===== src/rtl/sys_bus_resp_pkg.sv =====
// Shared constants for the system bus responder: register offsets, ID default,
// FSM encoding and the event popcount helper.
package sys_bus_resp_pkg;

  localparam logic [31:0] ID_VAL_DEF = 32'h5250_0001;

  localparam logic [19:0] OFF_ID      = 20'h00;
  localparam logic [19:0] OFF_CTRL    = 20'h04;
  localparam logic [19:0] OFF_SCRATCH = 20'h08;
  localparam logic [19:0] OFF_STAT    = 20'h0C;
  localparam logic [19:0] OFF_CNT     = 20'h10;
  localparam logic [19:0] OFF_TIMER   = 20'h14;

  typedef enum logic [1:0] {IDLE, WAIT, ACK} state_e;

  function automatic logic [3:0] popcnt8(input logic [7:0] v);
    logic [3:0] n;
    n = '0;
    for (int i = 0; i < 8; i++) n = n + 4'(v[i]);
    return n;
  endfunction

endpackage


===== src/rtl/sys_bus_resp_if.sv =====
// Request/response bus between a master and sys_bus_resp; names are from the
// responder's point of view.
interface sys_bus_resp_if;
  logic [31:0] addr_i;
  logic [31:0] wdata_i;
  logic        wen_i;
  logic        ren_i;
  logic [31:0] rdata_o;
  logic        err_o;
  logic        ack_o;

  modport slave  (input addr_i, wdata_i, wen_i, ren_i, output rdata_o, err_o, ack_o);
  modport master (output addr_i, wdata_i, wen_i, ren_i, input rdata_o, err_o, ack_o);
endinterface


===== src/rtl/sys_bus_evt_latch.sv =====
// Event rising-edge detector with sticky W1C status and a saturating edge counter.
module sys_bus_evt_latch
  import sys_bus_resp_pkg::*;
(
  input  logic        clk_i,
  input  logic        rst_i,
  input  logic [7:0]  evt_i,
  input  logic        clr_i,
  input  logic [7:0]  clr_mask_i,
  input  logic        cnt_clr_i,
  output logic [7:0]  stat_o,
  output logic [15:0] cnt_o
);

  logic [7:0]  prev_q, stat_q, stat_d, rise;
  logic [15:0] cnt_q, cnt_d;
  logic [16:0] sum;
  logic        armed_q;

  // armed_q masks the first cycle after reset so already-high inputs are not edges
  assign rise   = evt_i & ~prev_q & {8{armed_q}};
  assign sum    = {1'b0, cnt_q} + 17'(popcnt8(rise));
  assign stat_d = (stat_q & ~(clr_i ? clr_mask_i : 8'h00)) | rise;
  assign cnt_d  = cnt_clr_i ? 16'h0 : (sum[16] ? 16'hFFFF : sum[15:0]);

  always_ff @(posedge clk_i or posedge rst_i) begin
    if (rst_i) begin
      prev_q  <= '0;
      armed_q <= 1'b0;
      stat_q  <= '0;
      cnt_q   <= '0;
    end else begin
      prev_q  <= evt_i;
      armed_q <= 1'b1;
      stat_q  <= stat_d;
      cnt_q   <= cnt_d;
    end
  end

  assign stat_o = stat_q;
  assign cnt_o  = cnt_q;

endmodule


===== src/rtl/sys_bus_resp.sv =====
// Register-file responder: ID/CTRL/SCRATCH/EVT_STAT/EVT_CNT/TIMER behind a
// pulse-request, single-cycle-ack bus with optional read wait states.
module sys_bus_resp
  import sys_bus_resp_pkg::*;
#(
  parameter int          RD_WAIT = 0,
  parameter logic [31:0] ID_VAL  = ID_VAL_DEF
) (
  input  logic            clk_i,
  input  logic            rst_i,
  sys_bus_resp_if.slave   bus,
  input  logic [7:0]      evt_i,
  output logic [31:0]     ctrl_o
);

  state_e      state_q, state_d;
  logic [1:0]  wcnt_q, wcnt_d;
  logic [31:0] rdata_q, rdata_d, ctrl_q, scratch_q, timer_q, rd_val;
  logic        err_q, err_d, rd_hit, wr_ok, accept, wr_en;
  logic [19:0] off;
  logic [7:0]  stat;
  logic [15:0] cnt;
  logic        unused_addr;

  assign off         = {bus.addr_i[19:2], 2'b00};
  assign unused_addr = ^{bus.addr_i[31:20], bus.addr_i[1:0]};

  always_comb begin
    rd_val = '0;
    rd_hit = 1'b1;
    wr_ok  = 1'b0;
    case (off)
      OFF_ID:      rd_val = ID_VAL;
      OFF_CTRL:    begin rd_val = ctrl_q;    wr_ok = 1'b1; end
      OFF_SCRATCH: begin rd_val = scratch_q; wr_ok = 1'b1; end
      OFF_STAT:    begin rd_val = {24'h0, stat}; wr_ok = 1'b1; end
      OFF_CNT:     begin rd_val = {16'h0, cnt};  wr_ok = 1'b1; end
      OFF_TIMER:   rd_val = timer_q;
      default:     rd_hit = 1'b0;
    endcase
  end

  // a simultaneous wen/ren is a write; requests outside IDLE are dropped
  assign accept = (state_q == IDLE) && (bus.wen_i || bus.ren_i);
  assign wr_en  = accept && bus.wen_i && wr_ok;

  always_comb begin
    state_d = state_q;
    wcnt_d  = wcnt_q;
    rdata_d = rdata_q;
    err_d   = err_q;
    case (state_q)
      IDLE: begin
        if (bus.wen_i) begin
          rdata_d = '0;
          err_d   = !wr_ok;
          state_d = ACK;
        end else if (bus.ren_i) begin
          rdata_d = rd_val;
          err_d   = !rd_hit;
          if (RD_WAIT == 0) state_d = ACK;
          else begin
            state_d = WAIT;
            wcnt_d  = 2'(RD_WAIT - 1);
          end
        end
      end
      WAIT: begin
        if (wcnt_q == 2'd0) state_d = ACK;
        else wcnt_d = wcnt_q - 2'd1;
      end
      ACK:     state_d = IDLE;
      default: state_d = IDLE;
    endcase
  end

  always_ff @(posedge clk_i or posedge rst_i) begin
    if (rst_i) begin
      state_q   <= IDLE;
      wcnt_q    <= '0;
      rdata_q   <= '0;
      err_q     <= 1'b0;
      ctrl_q    <= '0;
      scratch_q <= '0;
      timer_q   <= '0;
    end else begin
      state_q <= state_d;
      wcnt_q  <= wcnt_d;
      rdata_q <= rdata_d;
      err_q   <= err_d;
      timer_q <= timer_q + 32'd1;
      if (wr_en && off == OFF_CTRL)    ctrl_q    <= bus.wdata_i;
      if (wr_en && off == OFF_SCRATCH) scratch_q <= bus.wdata_i;
    end
  end

  sys_bus_evt_latch u_evt (
    .clk_i      (clk_i),
    .rst_i      (rst_i),
    .evt_i      (evt_i),
    .clr_i      (wr_en && off == OFF_STAT),
    .clr_mask_i (bus.wdata_i[7:0]),
    .cnt_clr_i  (wr_en && off == OFF_CNT),
    .stat_o     (stat),
    .cnt_o      (cnt)
  );

  assign bus.ack_o   = (state_q == ACK);
  assign bus.rdata_o = bus.ack_o ? rdata_q : 32'h0;
  assign bus.err_o   = bus.ack_o ? err_q : 1'b0;
  assign ctrl_o      = ctrl_q;

endmodule


===== src/flat_wrapper.sv =====
// flat-port wrapper written by rule: the top's interface ports become plain ports
module sys_bus_resp_flat import sys_bus_resp_pkg::*;
#(
  parameter int          RD_WAIT = 0,
  parameter logic [31:0] ID_VAL  = ID_VAL_DEF
)
  (clk_i, rst_i, evt_i, ctrl_o, bus_addr_i, bus_wdata_i, bus_wen_i, bus_ren_i, bus_rdata_o, bus_err_o, bus_ack_o);
  sys_bus_resp_if bus_i ();
  input  logic clk_i;
  input  logic rst_i;
  input  logic [7:0] evt_i;
  output logic [31:0] ctrl_o;
  input wire logic [$bits(bus_i.addr_i)-1:0] bus_addr_i;
  input wire logic [$bits(bus_i.wdata_i)-1:0] bus_wdata_i;
  input wire logic [$bits(bus_i.wen_i)-1:0] bus_wen_i;
  input wire logic [$bits(bus_i.ren_i)-1:0] bus_ren_i;
  output wire logic [$bits(bus_i.rdata_o)-1:0] bus_rdata_o;
  output wire logic [$bits(bus_i.err_o)-1:0] bus_err_o;
  output wire logic [$bits(bus_i.ack_o)-1:0] bus_ack_o;
  assign bus_i.addr_i = bus_addr_i;
  assign bus_i.wdata_i = bus_wdata_i;
  assign bus_i.wen_i = bus_wen_i;
  assign bus_i.ren_i = bus_ren_i;
  assign bus_rdata_o = bus_i.rdata_o;
  assign bus_err_o = bus_i.err_o;
  assign bus_ack_o = bus_i.ack_o;
  sys_bus_resp #(.RD_WAIT(RD_WAIT), .ID_VAL(ID_VAL)) u_core (.clk_i(clk_i), .rst_i(rst_i), .bus(bus_i), .evt_i(evt_i), .ctrl_o(ctrl_o));
endmodule

===== config.mk =====
export PLATFORM = sky130hd
export DESIGN_NAME = sys_bus_resp_flat
export DESIGN_NICKNAME = d
export VERILOG_FILES = /design/src/rtl/sys_bus_resp_pkg.sv /design/src/rtl/sys_bus_resp_if.sv /design/src/rtl/sys_bus_evt_latch.sv /design/src/rtl/sys_bus_resp.sv /design/src/flat_wrapper.sv
export SDC_FILE = /design/constraint.sdc
export NUM_CORES = 1
export LEC_CHECK = 0
export CORE_UTILIZATION = 58
export DETAILED_ROUTE_END_ITERATION = 8
export PLACE_DENSITY = 0.95
export SYNTH_ARGS = -nofsm -noshare
export SYNTH_HDL_FRONTEND = slang
export SYNTH_SLANG_ARGS = --single-unit
export TNS_END_PERCENT = 50

===== constraint.sdc =====
create_clock -name clk_i -period 12.4 [get_ports clk_i]
set_clock_uncertainty 0.15 [all_clocks]
set_input_delay 2.48 -clock clk_i [delete_from_list [all_inputs] [get_ports clk_i]]
set_output_delay 2.48 -clock clk_i [all_outputs]
set_load 0.02 [all_outputs]

# ---- Yosys cells after proc, flatten, opt, wreduce, memory -nomap -nowiden
# Index checks and enable logic that the tools add are counted.
dict set report totals {
  regBits 166
  latchBits 0
  ram_bits 0
  rom_bits 0
  input_bits 76
  out_inout_bits 66
  word_cells 72
  memories 0
}
dict set report op_classes {
  add_sub_neg 10
  n_mul 0
  div_mod_pow 0
  order_cmp 0
  n_eq_ne 9
  shifts 0
  mux 16
  bitwise 7
  n_reduce_logical 19
}
# op n
set ops {}
lappend ops {{32-bit case mux with 6 select lines} 1}
lappend ops {{32-bit 2-to-1 mux} 3}
lappend ops {{18-bit by 2-bit equality test with 1-bit output (second input constant)} 2}
lappend ops {{18-bit by 3-bit equality test with 1-bit output (second input constant)} 2}
lappend ops {{32-bit by 1-bit adder with 32-bit output (second input constant)} 1}
lappend ops {{16-bit 2-to-1 mux} 2}
lappend ops {{8-bit bitwise AND} 3}
lappend ops {{20-bit logical NOT} 1}
lappend ops {{18-bit by 1-bit equality test with 1-bit output (second input constant)} 1}
lappend ops {{16-bit by 4-bit adder with 17-bit output} 1}
lappend ops {{4-bit by 1-bit adder with 4-bit output} 4}
lappend ops {{8-bit inverter} 2}
lappend ops {{8-bit 2-to-1 mux} 1}
lappend ops {{8-bit bitwise OR} 1}
lappend ops {{1-bit logical AND} 7}
lappend ops {{2-bit 2-to-1 mux} 3}
lappend ops {{2-bit AND reduction} 3}
lappend ops {{6-bit OR reduction} 1}
lappend ops {{1-bit 2-to-1 mux} 5}
lappend ops {{3-bit by 1-bit adder with 4-bit output} 1}
lappend ops {{2-bit logical NOT} 2}
lappend ops {{2-bit case mux with 2 select lines} 1}
lappend ops {{4-bit OR reduction} 1}
lappend ops {{2-bit by 1-bit adder with 3-bit output} 1}
lappend ops {{other kinds (10)} 11}

# ---- Longest topological paths before layout
# Gate-level depths: netlist of the first run.
dict set report logic_depth {
  depth_word 13
  depth_mapped 14
  depth_no_buf 13
}

# ---- By module
# A second synthesis of the first run with hierarchy kept.
dict set report hier_totals {
  cells_unflattened 710
  area_unflattened_um2 8097.8
}
# mod n_inst cells_each area_each_um2 seq_area_each_um2
set by_module_without_submodules {}
lappend by_module_without_submodules {sys_bus_resp 1 556 6417.4 3253.1}
lappend by_module_without_submodules {sys_bus_evt_latch 1 154 1680.4 825.8}

# ---- Least setup slack after synthesis of the first run
# OpenSTA, ideal clock, no wires.
dict set report synth_path {
  path_kind {input-to-reg}
  from {input port evt_i[2]}
  to {register u_core.u_evt.cnt_q[11] (netlist: u_core.u_evt.cnt_o[11])}
  setup_ns 0.141
  arrival_time_ns 5.906
  t_required_ns 12.109
  path_slack_ns 6.202
  path_stages 13
  n_path_buf 1
  path_cell_list {and3b_1 > fa_1 > inv_1 > fa_1 > inv_1 > fa_1 > fa_1 > fa_1 > nand3_1 > nand2_1 > nand3b_1 > clkbuf_1 > a31oi_1}
}
dict set report synth_via {
  elab_chain_len 11
}
# item line_no
set synth_rtl {}
lappend synth_rtl {{from (decl)} flat_wrapper.sv:11} ;# input logic [7:0] evt_i;
lappend synth_rtl {{8-bit bitwise AND (2 in series)} sys_bus_evt_latch.sv:21} ;# assign rise = evt_i & ~prev_q & {8{armed_q}};
lappend synth_rtl {{2-bit by 1-bit adder with 3-bit output} sys_bus_resp_pkg.sv:19} ;# for (int i = 0; i < 8; i++) n = n + 4'(v[i]);
lappend synth_rtl {{3-bit by 1-bit adder with 4-bit output} sys_bus_resp_pkg.sv:19}
lappend synth_rtl {{4-bit by 1-bit adder with 4-bit output (4 in series)} sys_bus_resp_pkg.sv:19}
lappend synth_rtl {{16-bit by 4-bit adder with 17-bit output} sys_bus_evt_latch.sv:22} ;# assign sum = {1'b0, cnt_q} + 17'(popcnt8(rise));
lappend synth_rtl {{16-bit 2-to-1 mux (2 in series)} sys_bus_evt_latch.sv:24} ;# assign cnt_d = cnt_clr_i ? 16'h0 : (sum[16] ? 16'hFFFF : sum[15:0]);
lappend synth_rtl {{named net u_core.u_evt.cnt_d[11]} sys_bus_evt_latch.sv:16} ;# logic [15:0] cnt_q, cnt_d;
lappend synth_rtl {{to (signal assigned)} sys_bus_evt_latch.sv:36} ;# cnt_q <= cnt_d;
lappend synth_rtl {{to (decl)} sys_bus_evt_latch.sv:16}
# The timed path passes the listed nets, and every way through them passes these cells.
# A chain may end at the register's enable or synchronous reset.

# ---- Worst setup path in the final report of the first run
dict set report layout_path {
  from {input port evt_i[2]}
  to {register u_core.u_evt.cnt_q[9] (netlist: u_core.u_evt.cnt_o[9])}
}
# The elaborated chain is that of the path after synthesis.

==> results of run 1 <==
## cells by family (layout without fill, tap and decap cells)
kind of cell             count (synthesis)  in the layout  synth area share [%]
AND/OR/NAND/NOR                        314            314                  21.6
AO/OA/AOI/OAI                          166            166                  13.2
flip-flops                             163            163                  48.1
buffers and inverters                  117            224                  5.58
multiplexers                            43             43                  5.60
XOR/XNOR                                36             36                  3.72
adder cells (fa/ha/maj)                 12             12                  2.21
other                                    1              1                0.0443
## synth_stat cells (11+ instances only)
cell / count
mux2_2: 22
inv_1: 50
o211ai_1: 21
nor3_1: 49
a21oi_1: 24
buf_2: 15
mux2_1: 13
nand3b_1: 11
xnor2_1: 28
nor2_1: 12
o21ai_0: 46
nand4_1: 41
dfrtp_1: 163
nand2_1: 36
nand3_1: 58
a32oi_1: 32
clkbuf_1: 45
and2_1: 48
## sequential cells by signal (all words and copies together) (netlist names)
name,flops
u_core.ctrl_o,32
u_core.err_q,1
u_core.rdata_q,32
u_core.scratch_q,32
u_core.state_q,1
u_core.timer_q,32
u_core.u_evt.armed_q,1
u_core.u_evt.cnt_o,16
u_core.u_evt.prev_q,8
u_core.u_evt.stat_o,8
## path summary, 6_finish.rpt
kind | from | to | cells past startpoint
hold / removal | u_core.timer_q[31]$_DFF_PP0_ | u_core.timer_q[31]$_DFF_PP0_ | 1
hold reg to reg | u_core.timer_q[31]$_DFF_PP0_ | u_core.timer_q[31]$_DFF_PP0_ | 1
min in group asynchronous | rst_i | u_core.scratch_q[12]$_DFFE_PP0P_ | 2
max in group asynchronous | rst_i | u_core.scratch_q[28]$_DFFE_PP0P_ | 3
setup reg to reg | u_core.u_evt.armed_q$_DFF_PP0_ | u_core.u_evt.cnt_o[9]$_DFF_PP0_ | 12
setup / recovery | evt_i[2] | u_core.u_evt.cnt_o[9]$_DFF_PP0_ | 13
## layout make-up
class | count | area [um2] | share of cell area [%]
Inverter | 50 | 193 | 1.83
Multi-Input combinational cell | 572 | 3970 | 37.8
Clock buffer | 19 | 453 | 4.31
Clock inverter | 13 | 205 | 1.95
Timing Repair Buffer | 142 | 1380 | 13.2
Tap cell | 180 | 225 | 2.14
Sequential cell | 163 | 4080 | 38.8
## per-layer routing
layer  track usage (%)  vias to the layer above
li1                  -                     3280
met1              43.8                     3704
met2              53.3                      602
met3              8.60                      113
met4              19.7                        0
met5                 0                        -
## worst max-delay path, stage by stage
cell and delay [ns]:
clkdlybuf4s50_1 0.42, and3b_1 0.21, fa_1 0.49, inv_1 0.05, fa_1 0.53, inv_1 0.06, fa_1 0.50, fa_1 0.51
fa_1 0.44, nand3_1 0.24, nand2_1 0.14, nand3b_1 0.47, a31oi_1 0.16
## power by group through the flow
stage,logic [W],clock network (W),registers [W]
after floorplan,0.0000980,0,0.000567
after global placement,0.000140,0,0.000572
after detailed placement,0.000147,0,0.000573
after CTS,0.000149,0.000586,0.000564
after global routing,0.000166,0.000610,0.000566
final,0.000152,0.000586,0.000564
## cell usage in the layout, fill, tap and decap left out, drive strengths merged, types with 10 or more instances in the layout
| cell type | count |
|---|---|
| dfrtp | 163 |
| clkdlybuf4s50 | 127 |
| nand3 | 58 |
| inv | 51 |
| o21ai | 51 |
| nor3 | 49 |
| and2 | 48 |
| nand4 | 41 |
| nand2 | 36 |
| mux2 | 35 |
| a32oi | 32 |
| xnor2 | 28 |
| a21oi | 24 |
| o211ai | 21 |
| clkbuf | 19 |
| buf | 15 |
| nor2 | 12 |
| nand3b | 11 |
| and3 | 10 |
| or3b | 10 |
| a41oi | 10 |
## stage by stage
stage | power [W] | util (%) | std cells | hold slack (ns)
after global placement | 0.000712 | 70.1 | 1107 | 0.309
after global routing | 0.00134 | 74.8 | 1139 | 0.341
after floorplan | 0.000665 | - | 852 | 0.295
final | 0.00130 | 74.8 | 1139 | 0.338
after CTS | 0.00130 | 74.8 | 1139 | 0.331
after detailed placement | 0.000720 | 70.1 | 1107 | 0.317
==> flow_summary_export.csv, run 1 <==
group,metric,value,unit
sta,fin_crit,6.56,ns
synth,async_flop_share,100,%
pwr,combPwrFrac,11.6,%
pwr,p_clk_share,45.0,%
cells_and_area,antenna_cells,0,
cts,htreeDepth,4,
run,maxCapViolations,0,
sta,timing.fmax,152,MHz
pwr,p_leak,4.37,nW
pwr,switching_share,24.7,%
synth,yosysUniqueCellTypes,55,
cells_and_area,n_fill_cell,843,
cts,path_clk_slew,0.06,ns
synth,synthFlopType,"dfrtp_1",
worst_hold_path,holdCritPathClass,"flip-flop to flip-flop",
synth,synth_edf_count,0,
cts,post_cts_buffers,0,
grt,first_global_vias,7581,
cells_and_area,nets,1034,
pwr,p_int,0.000980,W
sta,tightest_slew,1.26,ns
sta,relSlewSlack,16.1,%
worst_setup_path,critical_path_arrival,6.69,ns
cells_and_area,drive_above_1_share,9.70,%
placement,globalplace.congestion,0.879,
synth,synth.net_count,940,
cts,ctsResizeCount,0,
floorplan,start_util,60.3,%
routing,via_count,7699,
worst_setup_path,cp_max_fo,13,
cts,clock-sinks,163,
routing,drc,0,
synth,synth_area_per_cell,9.95,um2
routing,drt-met1-wl,9280,um
pwr,irDropWorstVdd,0.0920,mV
synth,ys_seq_area_share,48.1,%
cts,cts-root-buf,"clkbuf_16",
routing,ant_nets,0,
routing,firstDrtPassIters,6,
floorplan,core,0.0140,mm2
synth,syn_inst,852,
placement,hpwl,15100,um
worst_setup_path,start_kind,"input pin",
cts,cts_max_path_buffers,2,
floorplan,die_h,123,um
sta,hold_viol,0,
cells_and_area,stdcell_area,0.0105,mm2
synth,synth_area,0.00847,mm2
floorplan,die_area,0.0151,mm2
worst_setup_path,worstSetupPathType,"input pin to flip-flop",
floorplan,rows,43,
routing,wl_met2,11800,um
routing,routed_wl,24800,um
placement,placed_area,0.00985,mm2
sta,worst_slack,5.84,ns
grt,gr-total-overflow,0,
sta,setup-violations-final,0,
grt,grt_max_degree,104,
placement,dp_slack,5.42,ns
routing,top_layer_used,"met4",
synth,synth_top_cell_area_share,48.1,%
worst_setup_path,crit_required,12.53,ns
worst_setup_path,reg2reg_slack,7.83,ns
synth,yosys-top-cells-area,"dfrtp_1 (48%), and2_1 (3.5%), nand3_1 (3.4%), a32oi_1 (3.3%), nand4_1 (3.0%)",
pwr,power.share.sequential,43.4,%
cells_and_area,area_delta_synth_final,24.0,%
cts,hold_buffers,0,
pwr,cellPowerDensity,124,mW/mm2
sta,finalMaxSlewViolations,0,
synth,ys_warn_count,0,
grt,antenna_found_initial,0,
routing,drtIter0Drc,1308,
synth,ys_ff_latch,163,
pwr,power.net_switching,0.000322,W
sta,tns,0,ns
placement,place.port_buffers,127,
sta,rsz0062_at_grt,"no",
worst_setup_path,cp-end-kind,"flip-flop",
routing,viasPerCell,6.76,
status,status,"completed",
cts,clk_latency,0.43,ns
floorplan,ios,142,
grt,grt_use_total,34.3,%
cts,cts_tree,"yes",
sta,finalCritPeriodShare,52.9,%
floorplan,fp.dieW,123,um
routing,wl_met3,2640,um
routing,wl_per_cell,21.8,um
cts,cts_buffers,17,
grt,grt_pass1_wl,38900,um
synth,yosysTopAreaCell,"dfrtp_1",
No activity file was read; power rests on OpenSTA's default activity.
==> run 2: changes to the inputs <==
--- a/config.mk
+++ b/config.mk
@@ -5,9 +5,9 @@
 export SDC_FILE = /design/constraint.sdc
 export NUM_CORES = 1
 export LEC_CHECK = 0
-export CORE_UTILIZATION = 58
+export CORE_UTILIZATION = 49
 export DETAILED_ROUTE_END_ITERATION = 8
-export PLACE_DENSITY = 0.95
+export PLACE_DENSITY = 0.87
 export SYNTH_ARGS = -nofsm -noshare
 export SYNTH_HDL_FRONTEND = slang
 export SYNTH_SLANG_ARGS = --single-unit
==> constraint.sdc (replaced) <==
create_clock -name clk_i -period 5.5 [get_ports clk_i]
set_clock_uncertainty 0.15 [all_clocks]
set_input_delay 1.1 -clock clk_i [delete_from_list [all_inputs] [get_ports clk_i]]
set_output_delay 1.1 -clock clk_i [all_outputs]
set_load 0.02 [all_outputs]
==> flow_summary_export.csv, run 2 (synthesis gave the netlist of run 1 again) <==
group,metric,value,unit
sta,finalMaxSlewViolations,0,
cts,clock-sinks,163,
cells_and_area,final_common_cell,"dfrtp_1",
cts,ctsResizeCount,0,
cts,htreeDepth,4,
cells_and_area,nets,1040,
routing,routed_wl,24200,um
floorplan,die_h,134,um
grt,gr-total-overflow,0,
grt,grt_use_total,28.7,%
grt,grt_pass1_wl,39600,um
sta,finalCritPeriodShare,92.0,%
pwr,p_leak,4.35,nW
cells_and_area,n_fill_cell,1287,
pwr,irDropWorstVdd,0.228,mV
grt,antenna_found_initial,0,
cells_and_area,drive_above_1_share,10.2,%
sta,relSlewSlack,16.9,%
placement,hpwl,15700,um
floorplan,fp.dieW,134,um
cts,cts_buffers,17,
cells_and_area,final_cell_mix,"dfrtp_1 (163), clkdlybuf4s50_1 (127), nand3_1 (58)",
cts,path_clk_slew,0.06,ns
cells_and_area,antenna_cells,0,
cts,cts-root-buf,"clkbuf_16",
grt,first_global_vias,7533,
cts,cts_tree,"yes",
cts,clk_latency,0.43,ns
worst_setup_path,cp-end-kind,"flip-flop",
routing,wl_per_cell,20.5,um
pwr,total_power,0.00281,W
routing,drtIter0Drc,876,
routing,firstDrtPassIters,6,
routing,drc,0,
floorplan,ios,142,
sta,tns,0,ns
floorplan,die_area,0.0178,mm2
placement,place.port_buffers,127,
worst_setup_path,crit_required,5.63,ns
worst_setup_path,worstSetupPathType,"input pin to flip-flop",
sta,fin_crit,5.06,ns
status,status,"completed",
placement,globalplace.congestion,0.846,
floorplan,core,0.0168,mm2
worst_setup_path,cp_max_fo,6,
floorplan,rows,47,
run,maxCapViolations,0,
placement,dp_slack,0.0415,ns
grt,grt_max_degree,136,
worst_setup_path,start_kind,"input pin",
routing,viasPerCell,6.38,
sta,rsz0062_at_grt,"no",
worst_setup_path,critical_path_arrival,5.20,ns
floorplan,start_util,50.6,%
cts,hold_buffers,0,
sta,tightest_slew,1.25,ns
cts,post_cts_buffers,0,
pwr,cellPowerDensity,266,mW/mm2
sta,worst_slack,0.437,ns
cts,cts_max_path_buffers,2,
routing,ant_nets,0,
sta,timing.fmax,198,MHz
sta,setup-violations-final,0,
routing,via_count,7565,
worst_hold_path,holdCritPathClass,"flip-flop to flip-flop",
sta,hold_viol,0,
cells_and_area,area_delta_synth_final,24.4,%
==> run 2: per-layer routing <==
metal | vias to the layer above | global-route usage (%) | wire length (um) | share of wire (%)
met4 | 0 | 13.5 | 696 | 2.9
met3 | 75 | 8.75 | 2540 | 10
met2 | 492 | 43.4 | 11400 | 47
li1 | 3302 | - | - | -
met5 | - | 0 | 0 | 0
met1 | 3696 | 37.6 | 9650 | 40
==> run 2: worst max-delay path: stages <==
cell,delay (ns)
clkdlybuf4s50_1,0.41
and3b_1,0.19
fa_1,0.49
inv_1,0.06
fa_1,0.52
inv_1,0.05
fa_1,0.50
fa_1,0.50
fa_1,0.47
nand3_1,0.27
a21oi_1,0.17
nor4b_1,0.36
a211oi_1,0.09
==> run 2: layout make-up <==
type	instances	area [um2]	share of cell area, %
clock buffers	20	457	4.33
clock inverters	12	130	1.23
inverters	50	191	1.82
multi-input cells	572	3970	37.6
flip-flops and latches	163	4080	38.7
well taps	220	275	2.61
repair buffers	148	1440	13.7
==> run 2: power breakdown <==
group / switching, W / total, W / internal, W / leakage, nW
Combinational: 0.000194 / 0.000345 / 0.000152 / 2.09
Sequential: 0.0000443 / 0.00128 / 0.00123 / 1.99
Clock: 0.000493 / 0.00118 / 0.000691 / 0.274
Total: 0.000731 / 0.00281 / 0.00208 / 4.35
==> run 2: metrics by stage <==
stage | cells | util (%) | instance area, um2 | hold WS, ns
floorplan | 852 | - | 8480 | 0.295
global route | 1185 | 62.9 | 10500 | 0.333
CTS | 1185 | 62.9 | 10500 | 0.326
finish | 1185 | 62.9 | 10500 | 0.329
global placement | 1153 | 59.4 | 9950 | 0.310
detailed placement | 1153 | 59.4 | 9950 | 0.313
==> run 2: path summary, 6_finish.rpt <==
check | from | end | slack, ns | cells after the start
min in group asynchronous | rst_i | u_core.scratch_q[12]$_DFFE_PP0P_ | 0.96 | 2
worst min-delay path | u_core.timer_q[31]$_DFF_PP0_ | u_core.timer_q[31]$_DFF_PP0_ | 0.33 | 1
worst max-delay path | evt_i[2] | u_core.u_evt.cnt_o[15]$_DFF_PP0_ | 0.44 | 13
worst min register to register | u_core.timer_q[31]$_DFF_PP0_ | u_core.timer_q[31]$_DFF_PP0_ | 0.33 | 1
worst max register to register | u_core.u_evt.armed_q$_DFF_PP0_ | u_core.u_evt.cnt_o[15]$_DFF_PP0_ | 1.02 | 12
max in group asynchronous | rst_i | u_core.scratch_q[30]$_DFFE_PP0P_ | 3.15 | 3
==> run 3: changes to the inputs <==
--- a/config.mk
+++ b/config.mk
@@ -8,6 +8,7 @@
 export CORE_UTILIZATION = 49
 export DETAILED_ROUTE_END_ITERATION = 8
 export PLACE_DENSITY = 0.87
+export REMOVE_ABC_BUFFERS = 1
 export SYNTH_ARGS = -nofsm -noshare
 export SYNTH_HDL_FRONTEND = slang
 export SYNTH_SLANG_ARGS = --single-unit
==> flow_summary_export.csv, run 3 (synthesis gave the netlist of run 1 again) <==
group,metric,value,unit
status,status,"completed",
cts,cts_max_path_buffers,2,
floorplan,die_area,0.0178,mm2
cells_and_area,final_common_cell,"dfrtp_1",
grt,grt_max_degree,95,
routing,routed_wl,23100,um
worst_setup_path,critPathBufInv,3,
pwr,irDropWorstVdd,0.250,mV
placement,globalplace.congestion,0.825,
cts,cts_buffers,17,
sta,fin_crit,4.94,ns
floorplan,die_h,134,um
worst_setup_path,slowest_stage,"a2111oi_0",
cells_and_area,drive_above_1_share,10.2,%
cts,clk_latency,0.43,ns
grt,antenna_found_initial,1,
routing,drtIter0Drc,580,
routing,ant_nets,0,
worst_setup_path,start_kind,"input pin",
worst_setup_path,critical_path_arrival,5.07,ns
routing,drc,0,
run,maxCapViolations,0,
cts,cts_tree,"yes",
grt,grt_pass1_wl,37700,um
worst_setup_path,cp-end-kind,"flip-flop",
worst_setup_path,cp_max_fo,6,
cells_and_area,final_cell_mix,"dfrtp_1 (163), clkdlybuf4s50_1 (127), nand3_1 (58)",
worst_hold_path,hold_end,"u_core.scratch_q[4]$_DFFE_PP0P_",
routing,firstDrtPassIters,5,
cts,htreeDepth,4,
placement,place.port_buffers,127,
sta,hold_viol,0,
cts,clock-sinks,163,
cells_and_area,area_delta_synth_final,24.6,%
floorplan,ios,142,
sta,hold_ws,0.333,ns
cts,cts-root-buf,"clkbuf_16",
grt,first_global_vias,7387,
sta,tns,0,ns
cts,ctsResizeCount,0,
sta,finalCritPeriodShare,89.8,%
worst_hold_path,holdCritPathClass,"flip-flop to flip-flop",
cells_and_area,n_fill_cell,1295,
worst_hold_path,hold_path.startpoint,"u_core.scratch_q[4]$_DFFE_PP0P_",
grt,grt_use_total,26.8,%
sta,finalMaxSlewViolations,0,
worst_setup_path,r2r_cells,12,
pwr,p_leak,4.38,nW
pwr,cellPowerDensity,270,mW/mm2
sta,timing.fmax,202,MHz
worst_setup_path,crit_required,5.63,ns
worst_hold_path,min_path_cells,1,
worst_setup_path,critPathMaxStageDelay,0.68,ns
routing,via_count,7347,
floorplan,fp.dieW,134,um
worst_setup_path,regToRegEndpoint,"u_core.u_evt.cnt_o[12]$_DFF_PP0_",
pwr,total_power,0.00285,W
worst_setup_path,reg2reg_slack,1.17,ns
worst_setup_path,worstSetupPathType,"input pin to flip-flop",
worst_setup_path,crit_family,"adder cells",
grt,gr-total-overflow,0,
sta,setup-violations-final,0,
routing,wl_per_cell,19.5,um
cts,path_clk_slew,0.06,ns
floorplan,start_util,50.6,%
cells_and_area,nets,1040,
routing,viasPerCell,6.19,
sta,rsz0062_at_grt,"no",
placement,hpwl,15000,um
sta,relSlewSlack,14.5,%
cts,hold_buffers,0,
floorplan,rows,47,
worst_setup_path,worstPathCellList,"clkdlybuf4s50_1, and3b_1, fa_1, inv_1, fa_1, inv_1, fa_1, fa_1, fa_1, nand3_1, a2111oi_0, nand3_1, nor3b_1",
cts,post_cts_buffers,0,
sta,tightest_slew,1.28,ns
floorplan,core,0.0168,mm2
worst_setup_path,crit_top_cell,"fa_1",
worst_setup_path,r2r-start,"u_core.u_evt.armed_q$_DFF_PP0_",
run 3: changes by cell type in the layout (fill, tap and decap cells not counted), sizes merged:
cell | before | now
inv | 50 | 52
bufinv | 2 | 3
clkinvlp | 6 | 2
clkinv | 4 | 5
diode | 0 | 1
run 3: worst register-to-register path, delay by kind of cell (launching register included):
kind / cells / cell delay [ns]
and+or+nand+nor: 4 / 0.77
adders and majority gates: 5 / 2.03
AOI/OAI and AO/OA: 1 / 0.68
DFF: 1 / 0.45
buffers and inverters: 2 / 0.10
run 3: layout make-up:
class	instances	area, um2	share of cell area, %
multi-input combinational	572	3970	37.6
inverter	50	193	1.83
timing repair buffer	148	1430	13.5
clock buffer	20	457	4.33
antenna	1	2.50	0.0237
clock inverter	12	154	1.46
tap	220	275	2.61
sequential	163	4080	38.6
run 3: through the flow:
stage	setup WS (ns)	cell area, um2	instances	utilization, %
final	0.559	10600	1186	63.0
after global routing	0.301	10600	1186	63.0
after CTS	0.550	10600	1185	63.0
after detailed placement	0.139	9940	1153	59.3
after global placement	0.231	9940	1153	59.3
after floorplan	-1.15	8190	785	-
run 3: worst max-delay path by stage:
| stage | startpoint | endpoint | slack, ns | depth (start not counted) |
|---|---|---|---|---|
| global placement | evt_i[2] | u_core.u_evt.cnt_o[15]$_DFF_PP0_ | 0.23 | 13 |
| global route | evt_i[2] | u_core.u_evt.cnt_o[12]$_DFF_PP0_ | 0.30 | 13 |
| CTS | evt_i[2] | u_core.u_evt.cnt_o[12]$_DFF_PP0_ | 0.55 | 13 |
| finish | evt_i[2] | u_core.u_evt.cnt_o[12]$_DFF_PP0_ | 0.56 | 13 |
| floorplan | bus_addr_i[11] | u_core.rdata_q[10]$_DFFE_PP0P_ | -1.15 | 4 |
| detailed placement | evt_i[2] | u_core.u_evt.cnt_o[15]$_DFF_PP0_ | 0.14 | 13 |
run 3: power breakdown:
| part | internal [W] | switching [W] | total, W | leakage, nW |
|---|---|---|---|---|
| clock network | 0.000740 | 0.000498 | 0.00124 | 0.298 |
| logic | 0.000149 | 0.000183 | 0.000331 | 2.09 |
| registers | 0.00123 | 0.0000461 | 0.00128 | 1.99 |
run 3: layer usage:
metal  track usage (%)  up-vias  share of wire (%)
met2              44.9      383                 49
met1              34.6     3610                 41
met5                 0        -                  0
met3              5.25       49                7.8
met4              9.60        0                2.4
li1                  -     3305                  -
